File: config.mk
export PLATFORM = sky130hd
export DESIGN_NAME = load_data_extender
export DESIGN_NICKNAME = d
export VERILOG_FILES = /design/src/rtl/load_data_extender.sv
export SDC_FILE = /design/constraint.sdc
export NUM_CORES = 1
export LEC_CHECK = 0
export BUFFER_PORTS_ARGS = -buffer_cell sky130_fd_sc_hd__buf_4
export CAP_MARGIN = 40
export CORE_ASPECT_RATIO = 1.2
export CORE_UTILIZATION = 53
export CTS_CLUSTER_DIAMETER = 40
export DETAILED_ROUTE_END_ITERATION = 12
export PLACE_DENSITY = 0.89
export SLEW_MARGIN = 20
export SYNTH_ARGS = -nofsm -noshare
export SYNTH_HDL_FRONTEND = slang
export SYNTH_SLANG_ARGS = --single-unit
File: constraint.sdc
create_clock -name clk -period 2.5 [get_ports clk]
set_input_delay 0.75 -clock clk [delete_from_list [all_inputs] [get_ports clk]]
set_output_delay 0.75 -clock clk [all_outputs]
set_load 0.03 [all_outputs]
File: src/rtl/load_data_extender.sv
// load_data_extender
//   Load-path formatter between the data-memory read port and the register
//   file write-back mux. Picks the addressed byte/half/word/dword lane out of
//   a read beat, sign- or zero-extends it to 64 bits and presents it on a
//   registered valid/ready output. On a 32-bit bus a doubleword load is
//   assembled from two consecutive beats (low word first).
//
// Ports
//   clk          clock, all state changes on the rising edge
//   rst_n        synchronous active-low reset
//   en           1 = format/extend, 0 = pass raw beat through zero-extended
//   in_valid     input beat valid
//   in_ready     block can take a beat this cycle
//   in_data      memory read beat (DATA_W bits)
//   in_offset    byte offset of the access within the beat
//   in_size      00 byte, 01 half, 10 word, 11 doubleword
//   in_signed    1 = sign-extend, 0 = zero-extend
//   out_valid    out_data holds a completed load
//   out_ready    consumer takes out_data
//   out_data     64-bit formatted result
//   out_misalign result came from a misaligned request
module load_data_extender #(
  parameter int DATA_W = 32,
  parameter int OFF_W  = $clog2(DATA_W / 8)
) (
  input  logic              clk,
  input  logic              rst_n,
  input  logic              en,
  input  logic              in_valid,
  output logic              in_ready,
  input  logic [DATA_W-1:0] in_data,
  input  logic [OFF_W-1:0]  in_offset,
  input  logic [1:0]        in_size,
  input  logic              in_signed,
  output logic              out_valid,
  input  logic              out_ready,
  output logic [63:0]       out_data,
  output logic              out_misalign
);

  typedef enum logic [1:0] {
    ST_IDLE = 2'b00,
    ST_HI   = 2'b01,
    ST_FULL = 2'b10
  } state_t;

  localparam bit              NARROW    = (DATA_W == 32);
  localparam logic [OFF_W-1:0] HALF_MASK = ~OFF_W'(1);
  localparam logic [OFF_W-1:0] WORD_MASK = ~OFF_W'(3);

  state_t       state_r;
  state_t       next_state_s;
  logic [31:0]  lo_r;
  logic         lo_misalign_r;
  logic [63:0]  out_data_r;
  logic         out_misalign_r;

  logic         in_ready_s;
  logic         out_valid_s;
  logic         in_fire_s;
  logic         dword_first_s;
  logic [7:0]   byte_s;
  logic [15:0]  half_s;
  logic [31:0]  word_s;
  logic [63:0]  lane_s;
  logic [63:0]  result_s;
  logic         misalign_s;

  // Copies the MSB of the selected width into all higher bits when signed.
  function automatic logic [63:0] extend(input logic [63:0] v,
                                         input logic [1:0]  sz,
                                         input logic        sgn);
    case (sz)
      2'b00:   extend = {{56{sgn & v[7]}},  v[7:0]};
      2'b01:   extend = {{48{sgn & v[15]}}, v[15:0]};
      2'b10:   extend = {{32{sgn & v[31]}}, v[31:0]};
      2'b11:   extend = v;
      default: extend = v;
    endcase
  endfunction

  assign in_fire_s     = in_valid & in_ready_s;
  // Only the first beat of a dword on a 32-bit bus needs a second beat.
  assign dword_first_s = NARROW & en & (in_size == 2'b11);

  // Lane extraction: data is taken from the offset aligned down to the size.
  assign byte_s = 8'(in_data >> {in_offset, 3'b000});
  assign half_s = 16'(in_data >> {(in_offset & HALF_MASK), 3'b000});
  assign word_s = 32'(in_data >> {(in_offset & WORD_MASK), 3'b000});

  // Single-beat result formatting and misalignment detection.
  always_comb begin
    lane_s     = 64'(in_data);
    result_s   = 64'(in_data);
    misalign_s = 1'b0;
    if (en) begin
      case (in_size)
        2'b00: begin
          lane_s     = 64'(byte_s);
          misalign_s = 1'b0;
        end
        2'b01: begin
          lane_s     = 64'(half_s);
          misalign_s = in_offset[0];
        end
        2'b10: begin
          lane_s     = 64'(word_s);
          misalign_s = |in_offset[1:0];
        end
        2'b11: begin
          lane_s     = 64'(in_data);
          misalign_s = |in_offset;
        end
        default: begin
          lane_s     = 64'(in_data);
          misalign_s = 1'b0;
        end
      endcase
      result_s = extend(lane_s, in_size, in_signed);
    end else begin
      result_s   = 64'(in_data);
      misalign_s = 1'b0;
    end
  end

  // Next-state logic.
  always_comb begin
    next_state_s = state_r;
    case (state_r)
      ST_IDLE: begin
        if (in_fire_s) begin
          next_state_s = dword_first_s ? ST_HI : ST_FULL;
        end else begin
          next_state_s = ST_IDLE;
        end
      end
      ST_HI: begin
        if (in_fire_s) begin
          next_state_s = ST_FULL;
        end else begin
          next_state_s = ST_HI;
        end
      end
      ST_FULL: begin
        if (in_fire_s) begin
          next_state_s = dword_first_s ? ST_HI : ST_FULL;
        end else if (out_ready) begin
          next_state_s = ST_IDLE;
        end else begin
          next_state_s = ST_FULL;
        end
      end
      default: next_state_s = ST_IDLE;
    endcase
  end

  // Handshake outputs decoded from the state register.
  always_comb begin
    in_ready_s  = 1'b1;
    out_valid_s = 1'b0;
    case (state_r)
      ST_IDLE: begin
        in_ready_s  = 1'b1;
        out_valid_s = 1'b0;
      end
      ST_HI: begin
        in_ready_s  = 1'b1;
        out_valid_s = 1'b0;
      end
      ST_FULL: begin
        // A new beat can only enter when the current result leaves.
        in_ready_s  = out_ready;
        out_valid_s = 1'b1;
      end
      default: begin
        in_ready_s  = 1'b0;
        out_valid_s = 1'b0;
      end
    endcase
  end

  // State, held low word and output registers.
  always_ff @(posedge clk) begin
    if (!rst_n) begin
      state_r        <= ST_IDLE;
      lo_r           <= 32'd0;
      lo_misalign_r  <= 1'b0;
      out_data_r     <= 64'd0;
      out_misalign_r <= 1'b0;
    end else begin
      state_r <= next_state_s;
      if (in_fire_s) begin
        if (state_r == ST_HI) begin
          // High beat: its size/signed/offset are don't-care.
          out_data_r     <= {in_data[31:0], lo_r};
          out_misalign_r <= lo_misalign_r;
        end else if (dword_first_s) begin
          lo_r          <= in_data[31:0];
          lo_misalign_r <= |in_offset;
        end else begin
          out_data_r     <= result_s;
          out_misalign_r <= misalign_s;
        end
      end
    end
  end

  assign in_ready     = in_ready_s;
  assign out_valid    = out_valid_s;
  assign out_data     = out_data_r;
  assign out_misalign = out_misalign_r;

endmodule

======== After elaboration in Yosys (flattened, before gate mapping) ========
Index checks and enable logic that the tools add are counted.
storage, ports and cells
  bits in registers ....................... 100
  input port bits ......................... 42
  output and inout bits ................... 67
  word-level logic and storage cells ...... 44
cells by class
  equal/unequal tests ..................... 6
  shift-type cells ........................ 2
  mux-type cells .......................... 18
  bitwise operators ....................... 6
  reduce and logical (&&, ||, !) cells .... 7
operators with widths
  kind                  count
  $mux W64              4
  $pmux W64 S4          1
  $pmux W64 S3          1
  $shr A32 B5 Y16       1
  $shr A32 B5 Y8        1
  $mux W2               5
  $eq A2 B2 Y1 const B  3
  $pmux W2 S3           1
  $reduce_or A2 Y1      3
  $and A1 B1 Y1         5
  $eq A2 B1 Y1 const B  2
  $logic_not A2 Y1      2
  $mux W1               4
  $pmux W1 S3           1
  $reduce_and A3 Y1     1
  $ne A2 B1 Y1 const B  1
  $pmux W1 S2           1
  $reduce_and A2 Y1     1
  $not A1 Y1            1

======== Logic depth before layout (Yosys ltp) ========
Gate-level depths: netlist (run 1).
  depth after elaboration ................. 9
  depth in mapped cells ................... 7

======== Worst setup path before layout (run 1) ========
OpenSTA, ideal clock, no wires.
  kind .................................... in2reg
  start point ............................. in out_ready
  end point ............................... reg out_data_r[19] (netlist: out_data[19])
  library setup time ...................... 0.067 ns
  arrival time ............................ 2.133 ns
  required time ........................... 2.433 ns
  slack ................................... 0.300 ns
  cell stages on the path ................. 7
  buffers on the path ..................... 2
  cells stage by stage .................... nor2b_1 nand2b_1 and3_1 buf_2 clkbuf_1 o211ai_1 a21oi_2
on the way
  cells in the longest elaborated chain, start to end .. 3
RTL lines
  item                                line  RTL
  start: declaration                  36    input logic out_ready,
  $pmux W1 S2                         161   case (state_r)
  net in_ready                        30    output logic in_ready,
  $and A1 B1 Y1                       82    assign in_fire_s = in_valid & in_ready_s;
  $reduce_and A2 Y1 (no source line)  -
  end signal: assignment              195   out_data_r <= {in_data[31:0], lo_r};
  end signal: assignment              201   out_data_r <= result_s;
  end: declaration                    55    logic [63:0] out_data_r;
The timed path passes the listed nets, and every way through them passes these cells.
A chain may end at the register's enable or synchronous reset.

======== Final worst setup path (run 1) ========
  start point ............................. in out_ready
  end point ............................... out in_ready
on the way
  cells in the longest elaborated chain, start to end .. 1
RTL lines
  item              line
  $pmux W1 S2       161
  end: declaration  30
No other way between the ends.

==> summary.txt, run 1 <==
Detailed routing
  – DRT Wirelength: 13600 um
  – Starting DRT DRC Count: 327
  – Post-route DRC: 0
  – Via density: 6.11
  – Routed wire length per instance: 18.2 um
  – Post-route ant nets: 0
  – Vias post-DR: 4586
  – Pre-Repair DR Iteration Count: 5

Power
  – Pwr/cell area: 638 nW/um^2
  – Sw power: 1.13 mW
  – Cell Int Power: 2.49 mW
  – Switching Fraction: 31.2%
  – VDD IR max: 0.319 mV
  – Clk pwr share: 29.1%
  – Leakage power: 2.23 nW
  – Logic pwr share: 22.4%
  – Final total power: 3.61 mW
  – Flop pwr share: 48.5%

GRT
  – First-pass GRT wire length: 21600 um
  – Initial antenna violation count: 0
  – Vias in the first global route: 4326
  – GR Overflow Total: 0
  – Pin count of the biggest net entering global routing: 68
  – Global-route usage over all layers: 30.7%

Placed design
  – DP HPWL: 9240 um
  – Quantity of I/O buffers inserted on ports: 108
  – RePlAce Congestion: 0.954

Layout
  – Multi-input combinational cell area: 2330 um^2
  – Fillers: 684
  – Fraction of final layout cells with drive strength greater than 1: 25.5%
  – Reg area: 2000 um^2
  – Synthesis-to-layout area growth: 23.5%
  – # diodes: 0
  – Layout Nets: 673

Die
  – Die ar.: 9020 um^2
  – Core area: 8240 um^2
  – Starting density of the core: 55.6%
  – Io pins: 109
  – Placement row count: 36
  – Die Y: 104 um
  – Die W: 86.9 um

Yosys
  – FF+latch count, synth: 100
  – Xor/xnor share of the synthesized area: 0%
  – Syn_area_per_cell: 8.38 um^2
  – Top-count cell post-synth: dfxtp_1
  – Async SR Flop Fraction: 0%
  – Largest family of logic cells by synthesized area: compound AO/OA/AOI/OAI gates
  – Register area share after synthesis: 43.7%
  – Area leader, netlist: dfxtp_1
  – Yosys warning count: 0
  – Syn Nets: 589
  – Synthesized cell area: 4580 um^2
  – Syn Inst Count: 547
  – Post-Synth Adder-Cell Area: 0%
  – Top FF cell, synth: dfxtp_1
  – Synth cell types: 44
  – Post-synthesis simple-gate area fraction: 15.9%
  – Synth Area in Compound Gates: 32.7%
  – Synth top area cells: dfxtp_1, a21oi_1, nand2_1
  – Mux contribution to synthesized area: 2.07%
  – Number of synthesized flops with an enable pin: 0
  – Post-synth top area share: 43.7%
  – Post-synth top cells: dfxtp_1, nand2_1, a21oi_1

Timing
  – Final hold slack: 455 ps
  – Min Tclk post-route: 2110 ps
  – Fin Clk Skew: 12.1 ps
  – Maximum clock rate: 473 MHz
  – Share of the cycle needed by the critical path after routing: 84.6%
  – Slew Viols, Final: 0
  – Final hold violation count: 0
  – Worst slew margin: 62.5%
  – RSZ-0062 raised after global routing: false
  – Final setup fails: 0
  – Worst-Margin Slew: 558 ps

Clock tree
  – Clock Tree Root: clkbuf_8
  – H-tree depth: 3
  – CTS Sinks: 100
  – # Post-CTS Setup Buffers: 0
  – CTS max path bufs: 2
  – Hold-fix buffers, CTS: 0
  – Clock latency on the worst-skew pair: 380 ps
  – Worst-path clk slew: 100 ps
  – CTS tree: done
  – Resized cells post-CTS: 0
  – CTS Buf Count: 9

Worst setup path
  – Crit-path max FO: 2
  – Critical path class: primary input to output port
  – Crit path DAT: 1360 ps
  – Critical Path RT: 1750 ps
  – CP Capture Type: output port
  – Worst R2R Path Depth: 6
  – Startpoint types: primary input

Outcome
  – Status: complete, no violations

Hold path
  – Worst hold path cell count: 2
  – Worst hold path type: flop to flop

Run
  – Max-cap violations: 0
-- final timing paths --
path         slack (ps)            to  startpoint
max                 390      in_ready   out_ready
min reg2reg         460      lo_r[23]    lo_r[23]
max reg2reg         710  out_data[15]  state_r[0]
min                 460      lo_r[23]    lo_r[23]
-- placed cells by master (no fill, tap or decap), types with 2 or more instances in the layout --
cell / synthesis / final
a21boi_0: 26 / 26
a21boi_1: 6 / 6
a21oi_1: 81 / 81
a21oi_2: 10 / 10
a221oi_1: 8 / 8
a22oi_1: 7 / 7
buf_12: 0 / 2
buf_4: 0 / 121
clkbuf_8: 0 / 10
dfxtp_1: 100 / 100
inv_1: 2 / 2
mux2i_1: 8 / 8
nand2_1: 90 / 90
nand2b_1: 3 / 3
nand3_1: 11 / 11
nand4b_1: 2 / 2
nor2_1: 5 / 5
nor2b_1: 4 / 2
nor2b_2: 1 / 3
nor3b_1: 2 / 2
o2111a_1: 2 / 2
o211ai_1: 32 / 32
o21a_1: 2 / 2
o21ai_0: 51 / 51
o21ai_1: 3 / 3
or3_1: 22 / 22
-- stage by stage --
| step | area [um^2] | TNS [ps] | instances | setup WS, ps | utilization, % |
|---|---|---|---|---|---|
| floorplan | 4580 | 0 | 547 | 300 | - |
| global placement | 5430 | 0 | 733 | 53.8 | 65.9 |
| detailed placement | 5430 | -1440 | 733 | -72.4 | 65.9 |
| CTS | 5630 | 0 | 749 | 327 | 68.4 |
| global route | 5660 | 0 | 750 | 343 | 68.7 |
| finish | 5660 | 0 | 750 | 385 | 68.7 |
-- sequential cells by signal (all words and copies together) (netlist names) --
name           count
out_misalign       1
lo_misalign_r      1
lo_r              32
state_r            2
out_data          64
-- cell type report --
cell class                 count  share of cell area [%]
tap                          114                    2.52
inverter                       2                   0.133
clock inverter                 5                    1.06
sequential                   100                    35.4
timing repair buffer         124                    17.2
multi-input combinational    394                    41.2
clock buffer                  11                    2.50
-- power by group through the flow --
stage	sequential (mW)	combinational, mW	clock [mW]
final	1.75	0.808	1.05
after global routing	1.76	0.857	1.12
after CTS	1.75	0.797	1.05
after detailed placement	1.79	0.794	0
after global placement	1.78	0.776	0
after floorplan	1.95	0.313	0
-- metal layers --
layer / wire length [um] / track usage (%)
met1: 5560 / 38.4
met2: 6590 / 49.5
met3: 904 / 4.68
met4: 590 / 17.6
met5: 0 / 0
-- logic make-up after synthesis --
family,count (synthesis)
mux,9
compound gates,235
buf+inv,53
flops,100
simple gates,150
-- worst max-delay path: stages --
cell and delay (ps):
buf_4 110, nor2b_1 130, nand2b_1 180, buf_4 180
No activity file was read; power rests on OpenSTA's default activity.
==> run 2: changes to the inputs <==
- clock period: 2.5 -> 2.15 ns (I/O delays scaled with it)
==> run 2 against run 1 <==
Register-to-register slack got worse by 510 ps. Wire length is 3.8% higher. Largest cell class unchanged. Flip-flop and latch count is the same. First-iteration DRC count up 14%. Setup slack lost 230 ps.
==> summary.txt, run 2 (synthesized netlist as in run 1, its figures left out) <==
Layout
  – Synthesis-to-layout area growth: 28.1%
  – Non-filler instance count after layout: 774
  – Fraction of final layout cells with drive strength greater than 1: 28.3%
  – Number of flip-flops in the largest register: 64
  – Most frequent cells in the layout: buf_4, dfxtp_1, nand2_1
  – # diodes: 0
  – Commonest non-fill, non-tap cell in the layout: buf_4
  – Multi-input combinational cell area: 2340 um^2
  – Fillers: 634
  – Reg area: 2000 um^2
  – Layout Nets: 697

Detailed routing
  – Post-route ant nets: 0
  – Vias post-DR: 4688
  – Starting DRT DRC Count: 374
  – Routed wire length per instance: 18.3 um
  – DRT Wirelength: 14200 um
  – Post-route DRC: 0
  – Pre-Repair DR Iteration Count: 5
  – Via density: 6.06

Die
  – Die ar.: 9020 um^2
  – Starting density of the core: 55.6%
  – Core area: 8240 um^2
  – Placement row count: 36
  – Die Y: 104 um
  – Io pins: 109
  – Die W: 86.9 um

Clock tree
  – CTS tree: done
  – CTS max path bufs: 2
  – # Post-CTS Setup Buffers: 0
  – Clock latency on the worst-skew pair: 370 ps
  – CTS Sinks: 100
  – Hold-fix buffers, CTS: 0
  – Resized cells post-CTS: 0
  – Worst-path clk slew: 100 ps
  – CTS Buf Count: 9
  – H-tree depth: 3
  – Clock Tree Root: clkbuf_8

Timing
  – Final setup fails: 0
  – Maximum clock rate: 500 MHz
  – RSZ-0062 raised after global routing: false
  – Min Tclk post-route: 2000 ps
  – Worst-Margin Slew: 854 ps
  – Share of the cycle needed by the critical path after routing: 92.9%
  – Final hold violation count: 0
  – Fin Setup TNS: 0 ps
  – Slew Viols, Final: 0
  – Fin Clk Skew: 9.91 ps
  – Worst slew margin: 42.9%

Worst setup path
  – Critical path cell sequence: buf_4 > mux2_4 > and4b_4 > a211oi_4 > a21oi_1
  – Startpoint types: primary input
  – Worst path max stage delay: 740 ps
  – Crit path buffers/inverters: 1
  – Critical Path RT: 2380 ps
  – Crit path DAT: 2220 ps
  – CP max-delay cell: a211oi_4
  – CP Capture Type: flop
  – Critical path class: primary input to flop
  – Crit-path max FO: 14
  – Largest delay contributor family on the critical path: compound AO/OA/AOI/OAI gates

Placed design
  – Quantity of I/O buffers inserted on ports: 108
  – RePlAce Congestion: 0.962
  – Placed Cells: 758
  – DP HPWL: 9780 um

Run
  – Max-cap violations: 0

GRT
  – GR Overflow Total: 0
  – GRT Max-Usage Layer: met2
  – Global-route usage over all layers: 31.8%
  – Pin count of the biggest net entering global routing: 68
  – Met2 usage: 52.3%
  – First-pass GRT wire length: 22400 um
  – Vias in the first global route: 4518
  – Met1 Usage GRT: 38.7%
  – Initial antenna violation count: 0
  – Global routing usage on met3: 5.56%

Power
  – Pwr/cell area: 736 nW/um^2
  – Final total power: 4.32 mW
  – Leakage power: 2.36 nW
  – VDD IR max: 0.433 mV

Outcome
  – Status: complete, no violations

Hold path
  – Worst hold path type: flop to flop
run 2: per-stage QoR:
stage                     instance area (um^2)  hold WS, ps  setup WS, ps  utilization (%)
after CTS                                 5870          462           179             71.2
final                                     5870          460           152             71.2
after floorplan                           4580          431          55.2                -
after global placement                    5650          437          -495             68.5
after global routing                      5870          484          93.0             71.2
after detailed placement                  5650          448          -207             68.6
run 2: routing by layer:
| layer | vias to the layer above | part of all wire [%] |
|---|---|---|
| li1 | 2180 | - |
| met1 | 2204 | 39 |
| met2 | 250 | 48 |
| met3 | 54 | 8.0 |
| met4 | 0 | 5.2 |
| met5 | - | 0 |
run 2: power breakdown:
group | total, mW | switching, mW | leakage [nW] | internal, mW
clock network | 1.30 | 0.725 | 0.111 | 0.573
logic | 0.982 | 0.603 | 1.43 | 0.379
registers | 2.04 | 0.0703 | 0.820 | 1.97
total | 4.32 | 1.40 | 2.36 | 2.92
run 2: cell type report:
class | count | area share, %
Tap cell | 114 | 2.43
Timing Repair Buffer | 148 | 19.8
Sequential cell | 100 | 34.1
Multi-Input combinational cell | 394 | 39.8
Clock buffer | 9 | 2.11
Clock inverter | 7 | 1.62
Inverter | 2 | 0.128
run 2: final timing paths:
kind / from / to / slack (ps) / cells after the start
worst max-delay path: in_offset[1] / out_data[29] / 150 / 5
worst min-delay path: lo_r[6] / lo_r[6] / 460 / 2
worst max register to register: state_r[1] / out_data[29] / 200 / 5
worst min register to register: lo_r[6] / lo_r[6] / 460 / 2
run 2: worst reg2reg max path, delay by kind of cell (launching register included):
kind	cells	cell delay, ps
and+or+nand+nor	3	590
DFF	1	360
AOI/OAI and AO/OA	2	860
==> run 3: changes to the inputs <==
- ABC_AREA: unset -> 1
- PLACE_DENSITY: 0.89 -> 0.88
==> run 3 against run 2 <==
Core utilization down 3.9 points. Die area grew 10%. Global-route usage fell by 3.3 points. Critical path depth is 5 higher. Cell area increased by 5.3%. Largest cell class unchanged. Critical endpoint is now out_data[61]. Wire length about the same. Clock skew is 2.8 ps higher. Sequential power about the same. Fmax rose by 8.7%. Combinational power grew 17%. Non-clock buffer count fell by 15. Total power up 0.85%.
==> summary.txt, run 3 <==
Outcome
  – Status: complete, no violations

Worst setup path
  – Critical path class: primary input to flop
  – Crit path DAT: 2170 ps
  – Critical Path RT: 2480 ps
  – CP max-delay cell: a21oi_4
  – FF-to-FF Start: state_r[0]
  – Critical Path Start: in_size[0]
  – Startpoint types: primary input
  – Critical path cell sequence: buf_4 > inv_1 > nand2_1 > nor2_1 > nand2_1 > nand3_2 > nand2_2 > a21oi_4 > o21ai_0 > inv_1
  – Largest delay contributor family on the critical path: compound AO/OA/AOI/OAI gates
  – Crit-path max FO: 32
  – Worst path max stage delay: 620 ps
  – CP Capture Type: flop
  – Crit path buffers/inverters: 3

Die
  – Die W: 91.2 um
  – Io pins: 109
  – Placement row count: 38
  – Core area: 9180 um^2
  – Starting density of the core: 55.1%
  – Die Y: 109 um
  – Die ar.: 9940 um^2

Timing
  – Maximum clock rate: 544 MHz
  – Slew Viols, Final: 0
  – Final setup fails: 0
  – Final hold violation count: 0
  – RSZ-0062 raised after global routing: false
  – Worst slew margin: 48.8%
  – Share of the cycle needed by the critical path after routing: 85.5%
  – Min Tclk post-route: 1840 ps
  – Worst-Margin Slew: 767 ps
  – Fin Clk Skew: 12.7 ps
  – Worst setup margin: 311 ps
  – Fin Setup TNS: 0 ps

Yosys
  – Syn_area_per_cell: 6.61 um^2
  – FF+latch count, synth: 100
  – Synth top area cells: dfxtp_1, o21ai_0, nand2_1
  – Top-count cell post-synth: nand2_1
  – Number of synthesized flops with an enable pin: 0
  – Yosys warning count: 0
  – Top FF cell, synth: dfxtp_1
  – Area leader, netlist: dfxtp_1
  – Syn Nets: 807
  – Post-synth top cells: nand2_1, o21ai_0, dfxtp_1
  – Post-synth top area share: 39.6%
  – Synthesized cell area: 5060 um^2
  – Synth cell types: 30
  – Async SR Flop Fraction: 0%
  – Register area share after synthesis: 39.6%
  – Syn Inst Count: 765

Detailed routing
  – Post-route ant nets: 0
  – Post-route DRC: 0
  – Routed wire length per instance: 14.5 um
  – Starting DRT DRC Count: 520
  – Pre-Repair DR Iteration Count: 6
  – Vias post-DR: 5357
  – Via density: 5.47
  – DRT Wirelength: 14200 um

Layout
  – # diodes: 0
  – Commonest non-fill, non-tap cell in the layout: buf_4
  – Synthesis-to-layout area growth: 22.3%
  – Most frequent cells in the layout: buf_4, nand2_1, o21ai_0
  – Non-filler instance count after layout: 979
  – Number of flip-flops in the largest register: 64
  – Final instance area: 6180 um^2
  – Fraction of final layout cells with drive strength greater than 1: 19.4%
  – Layout Nets: 896

Hold path
  – HP Start: lo_misalign_r
  – Worst hold path type: flop to flop

Placed design
  – RePlAce Congestion: 0.994
  – Placed Area: 6000 um^2
  – Quantity of I/O buffers inserted on ports: 108
  – Placed Cells: 963
  – Pre-CTS setup slack: -80.0 ps
  – DP HPWL: 10100 um

Run
  – Max-cap violations: 0

Power
  – Leakage power: 3.13 nW
  – Final total power: 4.36 mW
  – Pwr/cell area: 705 nW/um^2
  – VDD IR max: 0.434 mV

Clock tree
  – Resized cells post-CTS: 0
  – CTS Buf Count: 9
  – Clock latency on the worst-skew pair: 380 ps
  – H-tree depth: 3
  – # Post-CTS Setup Buffers: 0
  – Clock Tree Root: clkbuf_8
  – CTS tree: done
  – CTS Sinks: 100
  – Worst-path clk slew: 100 ps
  – CTS max path bufs: 2
  – Hold-fix buffers, CTS: 0

GRT
  – Vias in the first global route: 4597
  – First-pass GRT wire length: 22600 um
  – Global-route usage over all layers: 28.5%
  – Pin count of the biggest net entering global routing: 67
  – Initial antenna violation count: 0
  – GR Overflow Total: 0
run 3: cell count changes after synthesis, moves of 30 or more:
| cell | delta |
|---|---|
| o21ai_0 | +64 |
| o211ai_1 | -32 |
| nor2_1 | +90 |
| inv_1 | +78 |
| nand3_1 | +44 |
| nand2_1 | +30 |
run 3: metrics by stage:
stage	hold WS, ps	utilization, %
2_1_floorplan	449	-
3_3_place_gp	459	65.4
3_5_place_dp	472	65.4
4_1_cts	494	67.4
5_1_grt	511	67.4
6_report	492	67.4
run 3: path summary, 6_finish.rpt:
path / to / slack [ps] / cells past startpoint
worst max-delay path: out_data[61] / 310 / 10
worst min-delay path: out_misalign / 490 / 2
worst max register to register: out_data[38] / 420 / 8
worst min register to register: out_misalign / 490 / 2
run 3: area by class of cell:
class                   instances  area (um^2)
fillers                       815         2990
multi-input cells             522         2450
flip-flops and latches        100         2000
repair buffers                133         1060
inverters                      88          333
well taps                     120          150
clock buffers                  10          128
clock inverters                 6         56.3
run 3: cells by family (layout without fill, tap and decap cells):
logic type / count (synthesis) / after routing / synth area share, %
simple gates: 280 / 280 / 23.3
compound gates: 242 / 242 / 25.2
buf+inv: 143 / 237 / 11.9
flops: 100 / 100 / 39.6
run 3: power breakdown:
part	switching, mW	total [mW]	internal [mW]
clock network	0.694	1.14	0.446
registers	0.0765	2.06	1.99
logic	0.735	1.15	0.419
run 3: metal layers:
layer / global-route usage [%] / vias to the layer above / share of wire [%] / routed length, um
li1: - / 2659 / - / -
met1: 38.9 / 2390 / 43 / 6150
met2: 44.9 / 264 / 46 / 6490
met3: 5.02 / 44 / 7.9 / 1120
met4: 11.6 / 0 / 2.8 / 396
met5: 0 / - / 0 / 0
run 3: worst min-delay path, cell delays in order (launching register included):
cell	delay, ps
dfxtp_1	320
nand2_1	60
a31oi_1	70
